### config.mk
export PLATFORM = sky130hd
export DESIGN_NAME = hazard_scoreboard
export DESIGN_NICKNAME = d
export VERILOG_FILES = /design/src/rtl/cpu_pkg.sv /design/src/rtl/wb_tag_pipe.sv /design/src/rtl/hazard_scoreboard.sv
export SDC_FILE = /design/constraint.sdc
export NUM_CORES = 1
export LEC_CHECK = 0
export ABC_AREA = 1
export ABC_CLOCK_PERIOD_IN_PS = 1800
export BUFFER_PORTS_ARGS = -buffer_cell sky130_fd_sc_hd__buf_2
export CELL_PAD_IN_SITES_DETAIL_PLACEMENT = 1
export CELL_PAD_IN_SITES_GLOBAL_PLACEMENT = 2
export CORE_ASPECT_RATIO = 0.5
export CORE_MARGIN = 2
export CORE_UTILIZATION = 29
export CTS_BUF_LIST = sky130_fd_sc_hd__clkbuf_2 sky130_fd_sc_hd__clkbuf_4 sky130_fd_sc_hd__clkbuf_8
export DETAILED_ROUTE_END_ITERATION = 6
export PLACE_DENSITY = 0.82
export SYNTH_ARGS = -nofsm -noshare
export SYNTH_HDL_FRONTEND = slang
export SYNTH_HIERARCHICAL = 1
export SYNTH_SLANG_ARGS = --single-unit
### constraint.sdc
create_clock -name clk -period 1.8 [get_ports clk]
set_clock_uncertainty 0.1 [all_clocks]
set_input_delay 0.36 -clock clk [delete_from_list [all_inputs] [get_ports clk]]
set_output_delay 0.36 -clock clk [all_outputs]
set_load 0.05 [all_outputs]
### src/rtl/cpu_pkg.sv
`default_nettype none
// ============================================================================
// Module   : cpu_pkg
// Purpose  : Register-file sizing and the write-back tag type used by the
//            decode-stage hazard scoreboard and its tag delay line.
// Contents : N_REGS, REG_ADDR_W, reg_addr_t, wb_tag_t {v, addr}
// Revision : 1.0 - initial release
// ============================================================================
package cpu_pkg;

  localparam int N_REGS     = 8;
  localparam int REG_ADDR_W = $clog2(N_REGS);

  typedef logic [REG_ADDR_W-1:0] reg_addr_t;

  // One in-flight register-file write: valid flag plus destination.
  typedef struct packed {
    logic      v;
    reg_addr_t addr;
  } wb_tag_t;

endpackage : cpu_pkg
`default_nettype wire

### src/rtl/wb_tag_pipe.sv
`default_nettype none
// ============================================================================
// Module   : wb_tag_pipe
// Purpose  : DEPTH-stage delay line of write-back tags. A tag loaded at a
//            rising edge appears on tag_o DEPTH cycles after the cycle it was
//            presented on tag_i. Synchronous clear empties every stage.
// Ports    : clk    in   clock
//            rst    in   synchronous active-high reset
//            clr_i  in   synchronous clear of all stages (pipeline squash)
//            tag_i  in   tag entering stage 0
//            tag_o  out  tag leaving the last stage
// Revision : 1.0 - initial release
// ============================================================================
module wb_tag_pipe
  import cpu_pkg::*;
#(
  parameter int DEPTH = 3
) (
  input  logic    clk,
  input  logic    rst,
  input  logic    clr_i,
  input  wb_tag_t tag_i,
  output wb_tag_t tag_o
);

  wb_tag_t stage_q [DEPTH];

  always_ff @(posedge clk) begin
    if (rst || clr_i) begin
      for (int i = 0; i < DEPTH; i++) begin
        stage_q[i] <= '0;
      end
    end else begin
      stage_q[0] <= tag_i;
      for (int i = 1; i < DEPTH; i++) begin
        stage_q[i] <= stage_q[i-1];
      end
    end
  end

  assign tag_o = stage_q[DEPTH-1];

endmodule : wb_tag_pipe
`default_nettype wire

### src/rtl/hazard_scoreboard.sv
`default_nettype none
// ============================================================================
// Module   : hazard_scoreboard
// Purpose  : Decode-stage issue controller. Counts in-flight register writes
//            per architectural register, stalls decode on RAW hazards, and
//            delays each issued write tag by WB_LATENCY cycles to drive the
//            register-file write port.
// Ports    : clk, rst               clock, synchronous active-high reset
//            dec_valid_i            decode holds a valid instruction
//            dec_src1_i/src2_i      read addresses
//            dec_use_src1_i/src2_i  instruction really reads that source
//            dec_dst_i              destination register
//            dec_reg_write_i        instruction writes dec_dst_i
//            flush_i                pipeline-wide squash
//            dec_ready_o            no hazard, instruction may issue
//            issue_o                dec_valid_i & dec_ready_o
//            wb_valid_o/wb_addr_o   register-file write port
//            pending_o              per-register write-in-flight flags
//            stall_cycles_o         saturating stall counter (optional)
// Config   : STALL_COUNT_EN - when defined, adds stall_cycles_o and its
//            saturating 16-bit counter of cycles with a stalled valid
//            instruction.
// Revision : 1.0 - initial release
// ============================================================================
module hazard_scoreboard
  import cpu_pkg::*;
#(
  parameter int WB_LATENCY = 3,
  parameter int CNT_W      = $clog2(WB_LATENCY + 1)
) (
  input  logic              clk,
  input  logic              rst,
  input  logic              dec_valid_i,
  input  reg_addr_t         dec_src1_i,
  input  reg_addr_t         dec_src2_i,
  input  logic              dec_use_src1_i,
  input  logic              dec_use_src2_i,
  input  reg_addr_t         dec_dst_i,
  input  logic              dec_reg_write_i,
  input  logic              flush_i,
  output logic              dec_ready_o,
  output logic              issue_o,
  output logic              wb_valid_o,
  output reg_addr_t         wb_addr_o,
`ifdef STALL_COUNT_EN
  output logic [15:0]       stall_cycles_o,
`endif
  output logic [N_REGS-1:0] pending_o
);

  logic [N_REGS-1:0][CNT_W-1:0] cnt_q, cnt_d;
  logic                         w_hazard;
  logic                         w_issue_wr;
  wb_tag_t                      w_tag_in;
  wb_tag_t                      w_tag_out;

  // ------------------------------------------------------------------
  // Hazard detection: a source is blocked while any write to it is in
  // flight, including the cycle in which that write retires (no bypass).
  // ------------------------------------------------------------------
  assign w_hazard    = (dec_use_src1_i && (cnt_q[dec_src1_i] != '0)) ||
                       (dec_use_src2_i && (cnt_q[dec_src2_i] != '0));
  assign dec_ready_o = ~w_hazard;
  assign issue_o     = dec_valid_i & dec_ready_o;
  assign w_issue_wr  = issue_o & dec_reg_write_i;

  // ------------------------------------------------------------------
  // Tag delay line: issue in cycle 0 surfaces as wb_valid in cycle
  // WB_LATENCY. A flush empties it; the tag already on the output in the
  // flush cycle is still presented and commits.
  // ------------------------------------------------------------------
  assign w_tag_in = '{v: w_issue_wr, addr: dec_dst_i};

  wb_tag_pipe #(
    .DEPTH (WB_LATENCY)
  ) u_tag_pipe (
    .clk   (clk),
    .rst   (rst),
    .clr_i (flush_i),
    .tag_i (w_tag_in),
    .tag_o (w_tag_out)
  );

  assign wb_valid_o = w_tag_out.v;
  assign wb_addr_o  = w_tag_out.addr;

  // ------------------------------------------------------------------
  // Per-register in-flight counters. A same-cycle increment and
  // decrement of one register cancel. In-order fixed-latency issue keeps
  // the count at or below WB_LATENCY, so no overflow guard is needed.
  // ------------------------------------------------------------------
  always_comb begin
    cnt_d = cnt_q;
    if (flush_i) begin
      cnt_d = '0;
    end else begin
      for (int r = 0; r < N_REGS; r++) begin
        if (w_issue_wr && (dec_dst_i == reg_addr_t'(r)) &&
            !(wb_valid_o && (wb_addr_o == reg_addr_t'(r)))) begin
          cnt_d[r] = cnt_q[r] + CNT_W'(1);
        end else if (wb_valid_o && (wb_addr_o == reg_addr_t'(r)) &&
                     !(w_issue_wr && (dec_dst_i == reg_addr_t'(r)))) begin
          cnt_d[r] = cnt_q[r] - CNT_W'(1);
        end
      end
    end
  end

  always_ff @(posedge clk) begin
    if (rst) begin
      cnt_q <= '0;
    end else begin
      cnt_q <= cnt_d;
    end
  end

  always_comb begin
    pending_o = '0;
    for (int r = 0; r < N_REGS; r++) begin
      pending_o[r] = (cnt_q[r] != '0);
    end
  end

`ifdef STALL_COUNT_EN
  // ------------------------------------------------------------------
  // Saturating stall counter; only rst clears it, flush does not.
  // ------------------------------------------------------------------
  logic [15:0] stall_cnt_q, stall_cnt_d;

  always_comb begin
    stall_cnt_d = stall_cnt_q;
    if (dec_valid_i && !dec_ready_o && (stall_cnt_q != 16'hFFFF)) begin
      stall_cnt_d = stall_cnt_q + 16'd1;
    end
  end

  always_ff @(posedge clk) begin
    if (rst) begin
      stall_cnt_q <= 16'd0;
    end else begin
      stall_cnt_q <= stall_cnt_d;
    end
  end

  assign stall_cycles_o = stall_cnt_q;
`endif

endmodule : hazard_scoreboard
`default_nettype wire

**Yosys cells after proc, flatten, opt, wreduce, memory -nomap -nowiden**

Memory sizes are Yosys's and may differ from the RTL's.
Cells that the tools add are included.

- Flip-flop bits (word level): 16
- Bits in writable memories: 12
- Input bits: 16
- Word-level logic and storage cells: 146
- Memories kept: 1

- Add/sub/neg operators: 16
- Magnitude comparators: 2
- Eq/ne operators: 14
- Muxes and demuxes: 26
- Bitwise logic cells: 6
- Reduce and logical (&&, ||, !) cells: 73

Memory list:

| name | words | bits a word | rd ports | clocked after memory_dff | wr ports | RTL line | source |
|---|---|---|---|---|---|---|---|
| u_tag_pipe.stage_q | 3 | 4 | 3 | 0 | 3 | wb_tag_pipe.sv:26 | `wb_tag_t stage_q [DEPTH];` |

Operator list:

| operator | number |
|---|---|
| 2-bit 2-to-1 mux | 18 |
| 2-bit nonzero test | 18 |
| 1-bit logical AND | 34 |
| 3-bit == test, second input constant | 8 |
| 2-bit by 1-bit adder with 2-bit output, second input constant | 8 |
| 1-bit zero test | 16 |
| 2-bit by 1-bit subtractor with 2-bit output, second input constant | 8 |
| 2-bit binary-select mux with 3-bit select | 2 |
| 3-bit by 2-bit == test with 1-bit output, second input constant | 4 |
| 4-bit 2-to-1 mux | 3 |
| 3-bit by 4-bit < comparator with 1-bit output, second input constant | 2 |
| 3-bit by 1-bit == test with 1-bit output, second input constant | 2 |
| 3-bit zero test | 2 |
| 1-bit 2-to-1 mux | 3 |
| 1-bit OR | 3 |
| 1-bit bitwise AND | 2 |
| 1-bit logical OR | 2 |
| 2-bit OR reduction | 1 |
| 1-bit inverter | 1 |

**Longest topological paths before layout**

- Word-level depth: 13
- Depth in mapped cells: 12
- Mapped depth without buffers: 12

**By module**

Netlist, hierarchy kept.

Modules (own cells, without submodules):

| module | instances | cells an instance | area each (µm²) | sequential area each (µm²) |
|---|---|---|---|---|
| hazard_scoreboard | 1 | 184 | 1,212.4 | 320.3 |
| wb_tag_pipe | 1 | 44 | 415.4 | 240.2 |

**Worst setup path before layout**

OpenSTA, ideal clock, no wires.

- Path type: input port to output port
- Start: in dec_src2_i[0]
- End: out issue_o
- Arrival time: 1.475 ns
- Data required time: 1.340 ns
- Slack: -0.135 ns
- Stages on the path: 7
- Path through: inv_1 -> nand3_1 -> nand3_1 -> nand3_1 -> nand3_2 -> nand2_1 -> nor2_1

- Word-level cells in the longest chain between the ends: 7

Ends and longest elaborated chain:

| what | RTL line | source |
|---|---|---|
| from (decl) | hazard_scoreboard.sv:35 | `input reg_addr_t dec_src2_i,` |
| 2-bit binary-select mux with 3-bit select | hazard_scoreboard.sv:62 | `(dec_use_src2_i && (cnt_q[dec_src2_i] != '0));` |
| 2-bit 2-to-1 mux (implied by the code) | hazard_scoreboard.sv:62 |  |
| 2-bit nonzero test | hazard_scoreboard.sv:62 |  |
| 1-bit logical AND | hazard_scoreboard.sv:62 |  |
| 1-bit logical OR | hazard_scoreboard.sv:61 | `assign w_hazard = (dec_use_src1_i && (cnt_q[dec_src1_i] != '0)) \|\|` |
| 1-bit inverter | hazard_scoreboard.sv:63 | `assign dec_ready_o = ~w_hazard;` |
| 1-bit bitwise AND | hazard_scoreboard.sv:64 | `assign issue_o = dec_valid_i & dec_ready_o;` |
| to (decl) | hazard_scoreboard.sv:42 | `output logic issue_o,` |

Every way passes these cells. The select of a mux whose other input is x is not followed.

**Final worst setup path**

- Start: reg cnt_q[10] (netlist bit)
- End: reg cnt_q[15] (netlist bit)

- Word-level cells in the longest chain between the ends: 12

Ends and longest elaborated chain:

| what | RTL line | source |
|---|---|---|
| from (decl) | hazard_scoreboard.sv:51 | `logic [N_REGS-1:0][CNT_W-1:0] cnt_q, cnt_d;` |
| from (signal assigned) | hazard_scoreboard.sv:113 | `cnt_q <= cnt_d;` |
| 2-bit binary-select mux with 3-bit select, on equally long branches | hazard_scoreboard.sv:61, hazard_scoreboard.sv:62 |  |
| 2-bit 2-to-1 mux, on equally long branches | hazard_scoreboard.sv:61, hazard_scoreboard.sv:62 |  |
| 2-bit nonzero test, on equally long branches | hazard_scoreboard.sv:61, hazard_scoreboard.sv:62 |  |
| 1-bit logical AND, on equally long branches | hazard_scoreboard.sv:61, hazard_scoreboard.sv:62 |  |
| 1-bit logical OR (*) | hazard_scoreboard.sv:61 |  |
| 1-bit inverter (*) | hazard_scoreboard.sv:63 |  |
| 1-bit bitwise AND (*) | hazard_scoreboard.sv:64 |  |
| 1-bit bitwise AND (*) | hazard_scoreboard.sv:65 | `assign w_issue_wr = issue_o & dec_reg_write_i;` |
| 1-bit logical AND (*) | hazard_scoreboard.sv:98, hazard_scoreboard.sv:102 |  |
| 1-bit zero test | hazard_scoreboard.sv:102 | `!(w_issue_wr && (dec_dst_i == reg_addr_t'(r)))) begin` |
| 1-bit logical AND | hazard_scoreboard.sv:101 | `end else if (wb_valid_o && (wb_addr_o == reg_addr_t'(r)) &&` |
| 2-bit nonzero test (no line) | n/a |  |

Mark *: on every way between the ends. The rest lies on a longest branch, timed or not. The select of a mux whose other input is x is not followed.
A chain may end at the register's enable or synchronous reset.

==> out/qor.csv <==
metric;value;unit
overflow;0;
grt_use_total;0.155;
avgSynthCellArea;7.14;um^2
layout_commonest_cell;inv_1;
cts_sinks;28;
drv_slew;0;
worstPathCellList;nor2_4, nand2_1, nand3_1, nand3_2, nand3_4, nand4_4, nor2_2, ha_4, a21oi_2, o21ai_1, a21oi_1, o21a_1;
grt_antenna_before_repair;0;
yosys_warnings;6;
coreArea;5440;um^2
min_to;u_tag_pipe/stage_q[0][0];
setup_viol;18;
die_w;110;um
place_hpwl;3410;um
reg2reg_to;cnt_q[15];
cp_max_fo;5;
hold_ws;0.261;ns
fp.dieH;57.0;um
wl_per_cell;14.4;um
fin_area;2410;um^2
place_congestion;0.844;
synthDominantCellAreaShare;0.344;
grt_pass1_wl;7440;um
diodes;0;
post_dp_cell_area;1980;um^2
dr.first_iter.drc_count;46;
final_cell_mix;inv_1 (48), buf_2 (27), buf_4 (22);
clockBufferDepth;2;
worst_pin_slew;0.696;ns
status;complete, but fails checks;
drive_gt1_frac;0.480;
p_leak;1.07;nW
maxClockFrequency;469;MHz
violations;setup timing;
maxCapViolCount;0;
whs_path_depth;3;
dieArea;6260;um^2
arrival;2.26;ns
min_path_type;in -> reg;
synthDistinctLibCells;21;
endpoint_kind;register;
start_util;0.299;
htree_levels;1;
reg2reg_slack;-0.33;ns
finalWirelength;5100;um
timing.slew.headroom;0.536;
vias_per_cell;4.62;
grt_pass1_vias;1618;
p_total;1.37;mW
cts_tree;yes;
synth.cell_area;1630;um^2
rows;19;
area_growth;48.3;%
vias;1635;
r2r-start;cnt_q[10];
hold_path.startpoint;dec_dst_i[0];
crit_slowest_cell;dfxtp_2;
syn_nets;252;
dr.pass1.iters;4;
vdd_drop_max;264;uV
yosys-top-cells-area;dfxtp_1 (34%), inv_1 (12%), nand3_1 (7.1%);
layout_setup_ws;-0.333;ns
worstRegToRegCells;12;
path_buf_inv;0;
cts_root_buffer;clkbuf_8;
crit_type;reg -> reg;
place_inst;344;
port_buffers;29;
io-pin-count;30;
grt_max_degree;17;
fin_crit_sh;1.19;
required;1.93;ns
instances_no_fill;354;
synth.largest_area_cell;dfxtp_1;
rsz0062_at_grt;yes;
critPathTopFamily;simple AND/OR/NAND/NOR gates;
max_stage_delay;0.35;ns
final_hold_viol_count;0;
post-route-min-period;2.13;ns
ys_seq_area_frac;0.344;
drcViolationCount;0;
clkLatencyLatePin;0.28;ns
synthCells;228;
ys_seq_elements;28;
path_clk_slew;0.10;ns
nNetsFinal;306;
crit_path_start_kind;register;
ant_nets;0;
powerDensity;566;nW/um^2
cts_buffers;3;
==> report_power, final <==
part           internal, mW  switching (mW)
registers             0.627         0.00388
logic                0.0839           0.147
clock network         0.298           0.208
==> registers in the layout, summed over array words and instances (netlist names) <==
signal              cells
cnt_q                  16
u_tag_pipe/stage_q     12
==> metrics by stage <==
step,setup slack [ns],utilization,setup TNS (ns)
6_report,-0.333,0.444,-4.54
5_1_grt,-0.482,0.444,-6.90
4_1_cts,-0.320,0.406,-3.95
3_5_place_dp,-0.467,0.364,-5.41
3_3_place_gp,-0.329,0.364,-3.92
2_1_floorplan,-0.0182,-,-0.145
==> synthesized netlist by cell type <==
library cell	instances
xor2_1	7
a21oi_1	17
dfxtp_1	28
ha_1	8
buf_2	1
nand2_2	1
nor2_4	2
o21ai_0	8
nand3b_1	1
nor2_1	23
nand4_4	1
nor2_2	13
buf_6	2
buf_4	4
nand3_2	2
o21a_1	8
or2_1	1
o21bai_1	1
nand2_1	25
nand3_1	23
inv_1	52
==> metal layers <==
| layer | track usage | routed length, um | vias to the layer above |
|---|---|---|---|
| li1 | - | - | 806 |
| met1 | 0.192 | 2200 | 783 |
| met2 | 0.274 | 2570 | 34 |
| met3 | 0.0286 | 225 | 12 |
| met4 | 0.0488 | 108 | 0 |
| met5 | 0 | 0 | - |
==> cells by family (layout without fill, tap and decap cells) <==
| logic type | Yosys count | after routing | share of synthesized area |
|---|---|---|---|
| flip-flops | 28 | 28 | 0.344 |
| buffers and inverters | 59 | 111 | 0.155 |
| XOR/XNOR | 7 | 7 | 0.0377 |
| adder cells (fa/ha/maj) | 8 | 8 | 0.0615 |
| AO/OA/AOI/OAI | 34 | 34 | 0.118 |
| AND/OR/NAND/NOR | 92 | 93 | 0.283 |
==> layout make-up <==
type	instances	area, um^2
Fill cell	671	3030
Tap cell	73	91.3
Timing Repair Buffer	55	372
Clock inverter	1	30.0
Inverter	52	200
Clock buffer	3	41.3
Sequential cell	28	569
Multi-Input combinational cell	142	1110
==> worst reg2reg max path, cell delays in order, from the launching register on <==
cell	delay, ns
dfxtp_2	0.35
nor2_4	0.15
nand2_1	0.07
nand3_1	0.10
nand3_2	0.11
nand3_4	0.13
nand4_4	0.19
nor2_2	0.21
ha_4	0.22
a21oi_2	0.10
o21ai_1	0.09
a21oi_1	0.13
o21a_1	0.13
==> timing repair <==
item / in CTS / in global routing
pin swaps: 18 / 25
hold endpoints to repair: 0 / 0
setup buffers: 2 / 3
hold buffers: 0 / 0
setup endpoints to repair: 18 / 18
cloned: 1 / 0
resized for setup: 33 / 45
==> how the worst max path moves through the flow <==
stage             startpoint         to  slack (ns)  depth (start not counted)
6_report           cnt_q[10]  cnt_q[15]       -0.33                         12
5_1_grt             cnt_q[2]  cnt_q[15]       -0.48                         12
4_1_cts             cnt_q[4]  cnt_q[11]       -0.32                         12
3_5_place_dp   dec_src1_i[0]  cnt_q[11]       -0.47                         13
3_3_place_gp   dec_src2_i[0]   cnt_q[9]       -0.33                         13
2_1_floorplan      cnt_q[11]   cnt_q[9]       -0.02                         12
No activity file was read; power rests on OpenSTA's default activity.
